[src/rtl/muxf8_rr_sched.sv]
// Round-robin scheduler sharing one wide mux tree between NREQ requesters.
// A grant is held for a whole packet (until a LAST beat transfers), and the
// registered binary select drives the mux tree S inputs directly. A watchdog
// releases a grant whose owner stops presenting beats.
//
// Handshake: a beat transfers in a cycle where O_VLD and O_RDY are both high.
// O_VLD is REQ of the granted requester. O_RDY may be high without O_VLD, and
// O_VLD may be high without O_RDY. Only a transfer with O_LAST=1 ends the
// packet.
module muxf8_rr_sched #(
   parameter int NREQ  = 8,
   parameter int SEL_W = $clog2(NREQ),
   parameter int TMO   = 16
) (
   input  logic             CLK,
   input  logic             RESETN,
   input  logic [NREQ-1:0]  REQ,
   input  logic [NREQ-1:0]  LAST,
   input  logic             O_RDY,
   output logic [NREQ-1:0]  GNT,
   output logic [SEL_W-1:0] SEL,
   output logic             O_VLD,
   output logic             O_LAST,
   output logic             TMO_ERR,
   output logic             DBG_STATE
);

   localparam int WD_W = $clog2(TMO + 1);

   typedef enum logic {IDLE = 1'b0, LOCK = 1'b1} state_t;

   // Registers carry declaration initialisers so 2-state and 4-state runs match.
   state_t            state   = IDLE;
   logic [NREQ-1:0]   gnt_q   = '0;
   logic [SEL_W-1:0]  sel_q   = '0;
   logic [SEL_W-1:0]  ptr_q   = SEL_W'(NREQ - 1);
   logic [WD_W-1:0]   wdog_q  = '0;
   logic              tmo_q   = 1'b0;

   state_t            state_nxt;
   logic [NREQ-1:0]   gnt_nxt;
   logic [SEL_W-1:0]  sel_nxt;
   logic [SEL_W-1:0]  ptr_nxt;
   logic [WD_W-1:0]   wdog_nxt;
   logic              tmo_nxt;

   logic              found;
   logic [SEL_W-1:0]  win;
   logic [SEL_W-1:0]  cand;
   logic              cur_req;
   logic              cur_last;

   // GNT is zero outside LOCK, so masking with it gives the locked-only values.
   assign cur_req   = |(REQ & gnt_q);
   assign cur_last  = |(LAST & gnt_q);
   assign O_VLD     = cur_req;
   assign O_LAST    = cur_last;
   assign GNT       = gnt_q;
   assign SEL       = sel_q;
   assign TMO_ERR   = tmo_q;
   assign DBG_STATE = state;

   // Round-robin search starting just after the pointer; scanning from the far
   // end downwards lets the nearest requester overwrite earlier hits.
   always_comb begin
      found = 1'b0;
      win   = '0;
      cand  = '0;
      for (int i = NREQ; i >= 1; i--) begin
         cand = SEL_W'((int'(ptr_q) + i) % NREQ);
         if (REQ[cand]) begin
            found = 1'b1;
            win   = cand;
         end
      end
   end

   // Next-state logic: grant in IDLE, hold/release and watchdog in LOCK.
   always_comb begin
      state_nxt = state;
      gnt_nxt   = gnt_q;
      sel_nxt   = sel_q;
      ptr_nxt   = ptr_q;
      wdog_nxt  = wdog_q;
      tmo_nxt   = 1'b0;
      case (state)
         IDLE: begin
            if (found) begin
               state_nxt = LOCK;
               gnt_nxt   = NREQ'(1) << win;
               sel_nxt   = win;
               ptr_nxt   = win;
               wdog_nxt  = '0;
            end
         end
         LOCK: begin
            if (cur_req) begin
               // Any beat presented, accepted or back-pressured, keeps the owner alive.
               wdog_nxt = '0;
               if (O_RDY && cur_last) begin
                  state_nxt = IDLE;
                  gnt_nxt   = '0;
               end
            end else if (wdog_q == WD_W'(TMO - 1)) begin
               state_nxt = IDLE;
               gnt_nxt   = '0;
               tmo_nxt   = 1'b1;
               wdog_nxt  = '0;
            end else if (wdog_q != WD_W'(TMO)) begin
               wdog_nxt = wdog_q + WD_W'(1);
            end
         end
         default: begin
            state_nxt = IDLE;
            gnt_nxt   = '0;
         end
      endcase
   end

   // State register with synchronous active-low reset.
   always_ff @(posedge CLK) begin
      if (!RESETN) begin
         state  <= IDLE;
         gnt_q  <= '0;
         sel_q  <= '0;
         ptr_q  <= SEL_W'(NREQ - 1);
         wdog_q <= '0;
         tmo_q  <= 1'b0;
      end else begin
         state  <= state_nxt;
         gnt_q  <= gnt_nxt;
         sel_q  <= sel_nxt;
         ptr_q  <= ptr_nxt;
         wdog_q <= wdog_nxt;
         tmo_q  <= tmo_nxt;
      end
   end

endmodule

[config.mk]
export PLATFORM = sky130hd
export DESIGN_NAME = muxf8_rr_sched
export DESIGN_NICKNAME = d
export VERILOG_FILES = /design/src/rtl/muxf8_rr_sched.sv
export SDC_FILE = /design/constraint.sdc
export NUM_CORES = 1
export LEC_CHECK = 0
export ABC_CLOCK_PERIOD_IN_PS = 3200
export CORE_AREA = 5 5 103 57
export DETAILED_ROUTE_END_ITERATION = 8
export DIE_AREA = 0 0 108 62
export PLACE_DENSITY_LB_ADDON = 0.05
export SYNTH_ARGS = -nofsm -noshare
export SYNTH_HDL_FRONTEND = slang
export SYNTH_SLANG_ARGS = --single-unit
[constraint.sdc]
create_clock -name CLK -period 3.2 [get_ports CLK]
set_input_delay 0.96 -clock CLK [delete_from_list [all_inputs] [get_ports CLK]]
set_output_delay 0.96 -clock CLK [all_outputs]
set_load 0.01 [all_outputs]
==> reports/summary.txt, run 1 <==
status -> completed
Min-Delay Endpoint -> SEL[2]$_SDFFE_PN0P_
HP Class -> reg -> reg
worst r2r src -> ptr_q[1]$_SDFFE_PN1P_
clock root buffer -> clkbuf_8
main combinational cell family by area after synthesis -> multiplexers
switching share of power -> 44.9%
most common cell in the netlist -> dfxtp_1
Area growth, synth to finish -> 45.3%
fmax -> 0.319 GHz
global-route wire length before repair -> 10.1 mm
CP Launch Type -> input pin
Initial DRC Count -> 134
Reg2Reg Depth -> 10
async set-reset flop share out of synthesis -> 0%
Die Y -> 62 um
Layout Nets -> 302
top cells by area, synth -> dfxtp_1 22%, mux4_2 16%, a22oi_1 4.0%
synthesized flop and latch total -> 21
Ports -> 34
routability cong. -> 0.877
Hold Slack -> 469 ps
antenna viol nets, final -> 0
synth unique cells -> 60
Most common cell on crit path -> buf_4
clk_lat worst skew -> 260 ps
Starting Density -> 39.3%
Hold Path Depth -> 2
final core utilization -> 57.0%
PD cells -> 1230 nW/um^2
vias per inst -> 5.58
Sink Count -> 21
wire length on met2 -> 2.32 mm
sequential share of the synthesized area -> 22.4%
Worst setup EP type -> flip-flop
Warnings, synthesis -> 0
Die W -> 108 um
Hold-fix buffers, CTS -> 0
WP data arrival -> 3320 ps
ys flop type -> dfxtp_1
# DRC -> 0
CP max stage delay -> 500 ps
R2R setup slack -> 190 ps
hold_sp -> SEL[2]$_SDFFE_PN0P_
antenna diode count -> 0
clk buf depth -> 2
GRT Resource Usage Total -> 19.5%
Synth Area in Compound Gates -> 24.8%
static leakage -> 0.00111 uW
critical path cell sequence -> dlygate4sd2_1, buf_4, mux4_2, mux2_4, a21oi_2, nor2_1, a2111oi_4, buf_4, nand2b_1, o2bb2ai_1
EDFF count, synth -> 0
Synth Area in Simple Gates -> 17.6%
vias in the first global route -> 1954
CTS Buf Count -> 3
largest net degree at the start of global routing -> 16
Reg-to-Reg End -> GNT[6]$_SDFFE_PN0P_
Clock Power Share -> 5.1%
Max-Cap Viols -> 0
Final period util -> 97.9%
CTS H-tree depth -> 1
Critical Path RT -> 3390 ps
XOR/XNOR Fraction of Synth Area -> 1.40%
Commonest cells post-synth -> 21 x dfxtp_1, 20 x nand2_1, 14 x a21oi_1, 13 x mux4_2, 11 x nor2_1
Top Metal Used -> met3
P_int -> 1850 uW
register share of total power -> 13.2%
share of post-route cells with drive strength above 1 -> 33.1%
die area -> 6700 um^2
Top delay family on crit path -> multiplexers
Metal-1 WL -> 3.26 mm
Slew Limit Fails -> 0
multiplexer share of the synthesized area -> 25.6%
Pre-Repair DR Iteration Count -> 4
Post-Route WL -> 6.14 mm
Synth Area in Adders -> 2.67%
total power -> 3360 uW
cell taking the most area after synthesis -> dfxtp_1
Place WS -> -483 ps
RSZ-0062 raised after global routing -> yes
CORE AREA -> 4770 um^2
CP Class -> in -> reg
Mapped Area -> 1870 um^2
syn_nets -> 221
Clock Skews -> 4.36 ps
total number of vias -> 1941
Mapped Cells -> 198
Avg Inst Size Synth -> 9.47 um^2
Gate power share -> 81.7%
PortBufs -> 33
Slew headroom -> 65.9%
post-route setup slack -> 68.4 ps
setup violators final -> 0
minimum clock period -> 3130 ps
top cell type's share of synthesized area -> 22.4%
initial antenna violation count -> 0
WP depth -> 10
Final Hold Vio Count -> 0
Worst Path Max Fanout -> 6
crit path max-delay cell type -> mux4_2
CTS tree -> done
VDD IR max -> 519 uV
CTS clk-pin slew, worst paths -> 70 ps
Met3 Routed Length -> 554 um
DR WL/cell -> 17.6 um
Sw Pwr -> 1510 uW
row cnt -> 18
total congestion overflow -> 0
Worst-Margin Slew -> 505 ps
Buf/Inv on CP -> 3
post-DP HPWL -> 4.96 mm
## cell usage in the layout, fill, tap and decap left out, types with 3 or more instances in the layout
cell type	n
a21oi_1	13
a22oi_1	10
a32o_1	3
buf_4	50
clkbuf_8	3
clkdlybuf4s15_1	3
clkdlybuf4s50_1	23
dfxtp_1	21
dlygate4sd2_1	7
ha_1	3
inv_1	10
mux2_4	5
mux2i_1	7
mux4_2	13
nand2_1	20
nand2b_1	5
nor2_1	11
o211ai_1	3
o21ai_0	4
## cells by family after synthesis
| kind of cell | after synthesis |
|---|---|
| multiplexers | 28 |
| AND/OR/NAND/NOR | 62 |
| AO/OA/AOI/OAI | 59 |
| flip-flops | 21 |
| XOR/XNOR | 3 |
| buffers and inverters | 21 |
| adder cells (fa/ha/maj) | 4 |
## cell type report
| class | instances | area [um^2] |
|---|---|---|
| multi-input combinational | 156 | 1400 |
| inverter | 12 | 46.3 |
| tap | 70 | 87.6 |
| clock buffer | 4 | 45.0 |
| sequential | 21 | 420 |
| fill | 436 | 2050 |
| timing repair buffer | 85 | 719 |
## worst max-delay path by stage
| stage | slack, ps | endpoint | startpoint |
|---|---|---|---|
| after floorplan | 30 | GNT[4]$_SDFFE_PN0P_ | ptr_q[1]$_SDFFE_PN1P_ |
| after global placement | -410 | GNT[4]$_SDFFE_PN0P_ | REQ[4] |
| after detailed placement | -480 | GNT[4]$_SDFFE_PN0P_ | REQ[5] |
| after CTS | 50 | wdog_q[2]$_SDFFE_PN0P_ | ptr_q[1]$_SDFFE_PN1P_ |
| after global routing | -10 | GNT[5]$_SDFFE_PN0P_ | REQ[7] |
| final | 70 | GNT[5]$_SDFFE_PN0P_ | REQ[7] |
## routing by layer
layer / up-vias / GRT usage, %
met5: - / 0
met4: 0 / 1.62
li1: 931 / -
met1: 932 / 29.7
met3: 0 / 5.99
met2: 78 / 27.7
## per-stage QoR
stage / instance area (um^2) / TNS (ps) / instances
2_1_floorplan: 1880 / 0 / 198
3_3_place_gp: 2620 / -7170 / 343
3_5_place_dp: 2620 / -7960 / 343
4_1_cts: 2690 / 0 / 348
5_1_grt: 2720 / -18.2 / 348
6_report: 2720 / 0 / 348
## state kept, by name, indices dropped and copies added (netlist names)
register	count
TMO_ERR	1
wdog_q	5
GNT	8
SEL	3
DBG_STATE	1
ptr_q	3
## repair_timing
item,in CTS,in global routing
pin swaps,4,2
setup buffers,1,0
cloned,0,0
resized for setup,16,8
setup endpoints to repair,19,17
## tightest hold or removal path, stage by stage, from the launching register on
cell     delay [ps]
dfxtp_1         310
nand2_1          50
a21oi_1          60
## power by group through the flow
stage	logic [uW]	clock network (uW)	registers, uW
floorplan	1530	0	432
global placement	2570	0	442
detailed placement	2580	0	444
CTS	2630	179	443
global route	2960	190	454
finish	2740	172	443
No activity file was read; power rests on OpenSTA's default activity.
==> run 2, diff against run 1 <==
--- a/config.mk
+++ b/config.mk
@@ -5,7 +5,8 @@
 export SDC_FILE = /design/constraint.sdc
 export NUM_CORES = 1
 export LEC_CHECK = 0
-export ABC_CLOCK_PERIOD_IN_PS = 3200
+export ABC_CLOCK_PERIOD_IN_PS = 2900
+export CAP_MARGIN = 40
 export CORE_AREA = 5 5 103 57
 export DETAILED_ROUTE_END_ITERATION = 8
 export DIE_AREA = 0 0 108 62
==> constraint.sdc (replaced) <==
create_clock -name CLK -period 2.9 [get_ports CLK]
set_input_delay 0.87 -clock CLK [delete_from_list [all_inputs] [get_ports CLK]]
set_output_delay 0.87 -clock CLK [all_outputs]
set_load 0.01 [all_outputs]
==> reports/summary.txt, run 2 (synthesis gave the netlist of run 1 again) <==
status -> complete, but fails checks
violated checks -> setup timing
# DRC -> 0
most frequent cells in the layout -> 59 x buf_4, 23 x clkdlybuf4s50_1, 19 x dfxtp_1, 19 x nand2_1, 13 x mux4_2
Die W -> 108 um
share of post-route cells with drive strength above 1 -> 43.1%
clk buf depth -> 2
clock root buffer -> clkbuf_8
CTS tree -> done
vias per inst -> 5.61
critical path cell sequence -> clkinv_4, ha_4, mux2_4, mux4_2, or4_4, a31oi_4, o31a_4, inv_1, a32o_1
Place WS -> -669 ps
clk_lat worst skew -> 260 ps
Sink Count -> 21
VDD IR max -> 603 uV
fmax -> 0.344 GHz
CTS Buf Count -> 3
antenna diode count -> 0
flip-flop and latch area -> 423 um^2
CP Class -> reg -> reg
routability cong. -> 0.895
Slew Limit Fails -> 0
Hold-fix buffers, CTS -> 0
CP Launch Type -> flip-flop
setup_tns -> -2.81 ps
RSZ-0062 raised after global routing -> yes
total number of vias -> 2008
post-DP HPWL -> 4.92 mm
crit path max-delay cell type -> mux4_2
max reg flops -> 8
Pre-Repair DR Iteration Count -> 4
WP data arrival -> 3060 ps
CORE AREA -> 4770 um^2
total congestion overflow -> 0
vias in the first global route -> 1973
Layout Nets -> 312
die area -> 6700 um^2
Critical Path RT -> 3050 ps
GRT Resource Usage Total -> 19.7%
CTS H-tree depth -> 1
antenna viol nets, final -> 0
Worst setup EP type -> flip-flop
# fillers -> 417
Max-Cap Viols -> 0
row cnt -> 18
Area growth, synth to finish -> 51.3%
Ports -> 34
Worst Path Max Fanout -> 6
CTS clk-pin slew, worst paths -> 80 ps
area taken by multi-input logic gates -> 1460 um^2
CP max stage delay -> 540 ps
Die Y -> 62 um
DR WL/cell -> 17.8 um
Post-Route WL -> 6.38 mm
post-route setup slack -> -2.81 ps
Placed Cells -> 343
minimum clock period -> 2900 ps
Final period util -> 100%
HP Class -> reg -> reg
Slew headroom -> 69.6%
largest net degree at the start of global routing -> 16
Clock Skews -> 3.03 ps
global-route wire length before repair -> 10.1 mm
Hold Slack -> 481 ps
setup violators final -> 1
PortBufs -> 33
Final Hold Vio Count -> 0
commonest non-fill, non-tap cell in the layout -> buf_4
Worst-Margin Slew -> 454 ps
initial antenna violation count -> 0
static leakage -> 0.00117 uW
Starting Density -> 39.3%
PD cells -> 1440 nW/um^2
Initial DRC Count -> 129
Layout Cells excl Fill -> 358
==> run 2: final timing paths <==
path                          from                   to  slack, ps  depth (start not counted)
max          ptr_q[1]$_SDFFE_PN1P_  GNT[1]$_SDFFE_PN0P_         -3                          9
min            SEL[0]$_SDFFE_PN0P_  SEL[0]$_SDFFE_PN0P_        480                          2
max reg2reg  ptr_q[1]$_SDFFE_PN1P_  GNT[1]$_SDFFE_PN0P_         -3                          9
min reg2reg    SEL[0]$_SDFFE_PN0P_  SEL[0]$_SDFFE_PN0P_        480                          2
==> run 2: per-stage QoR <==
step / utilization (%) / total power (uW) / instance area (um^2)
floorplan: - / 2230 / 1920
global placement: 55.4 / 3330 / 2640
detailed placement: 55.4 / 3360 / 2640
CTS: 57.0 / 3750 / 2720
global route: 59.4 / 4340 / 2840
finish: 59.4 / 4070 / 2840
==> run 2: final cells by class <==
class	instances	area share (%)
clock buffer	4	1.59
multi-input combinational	156	51.6
tap	70	3.09
inverter	12	1.77
sequential	21	14.9
timing repair buffer	95	27.0
==> run 2: power by group <==
group / switching (uW) / leakage [uW] / internal (uW) / total [uW]
Sequential: 99.1 / 0.000171 / 381 / 480
Combinational: 1610 / 0.000971 / 1790 / 3400
Clock: 95.4 / 0.0000228 / 97.8 / 193
Total: 1810 / 0.00117 / 2270 / 4070
==> run 2: layer usage <==
| metal | vias to the layer above | share of wire [%] | GRT usage [%] |
|---|---|---|---|
| met5 | - | 0 | 0 |
| li1 | 953 | - | - |
| met2 | 69 | 40 | 26.9 |
| met4 | 0 | 0.13 | 1.44 |
| met1 | 984 | 52 | 31.3 |
| met3 | 2 | 7.8 | 5.68 |
==> run 2: critical path: cells and delay by family (launching register included) <==
kind / cells / cell delay [ps]
compound gates: 3 / 600
fa+ha+maj: 1 / 340
buf+inv: 2 / 110
flops: 1 / 360
mux: 2 / 880
simple gates: 1 / 520
==> run 2: timing repair <==
item / in CTS / in global routing
endpoints found under the setup margin: 22 / 19
pin swaps: 5 / 8
cloned: 0 / 0
resized for setup: 41 / 21
buffers inserted: 6 / 5
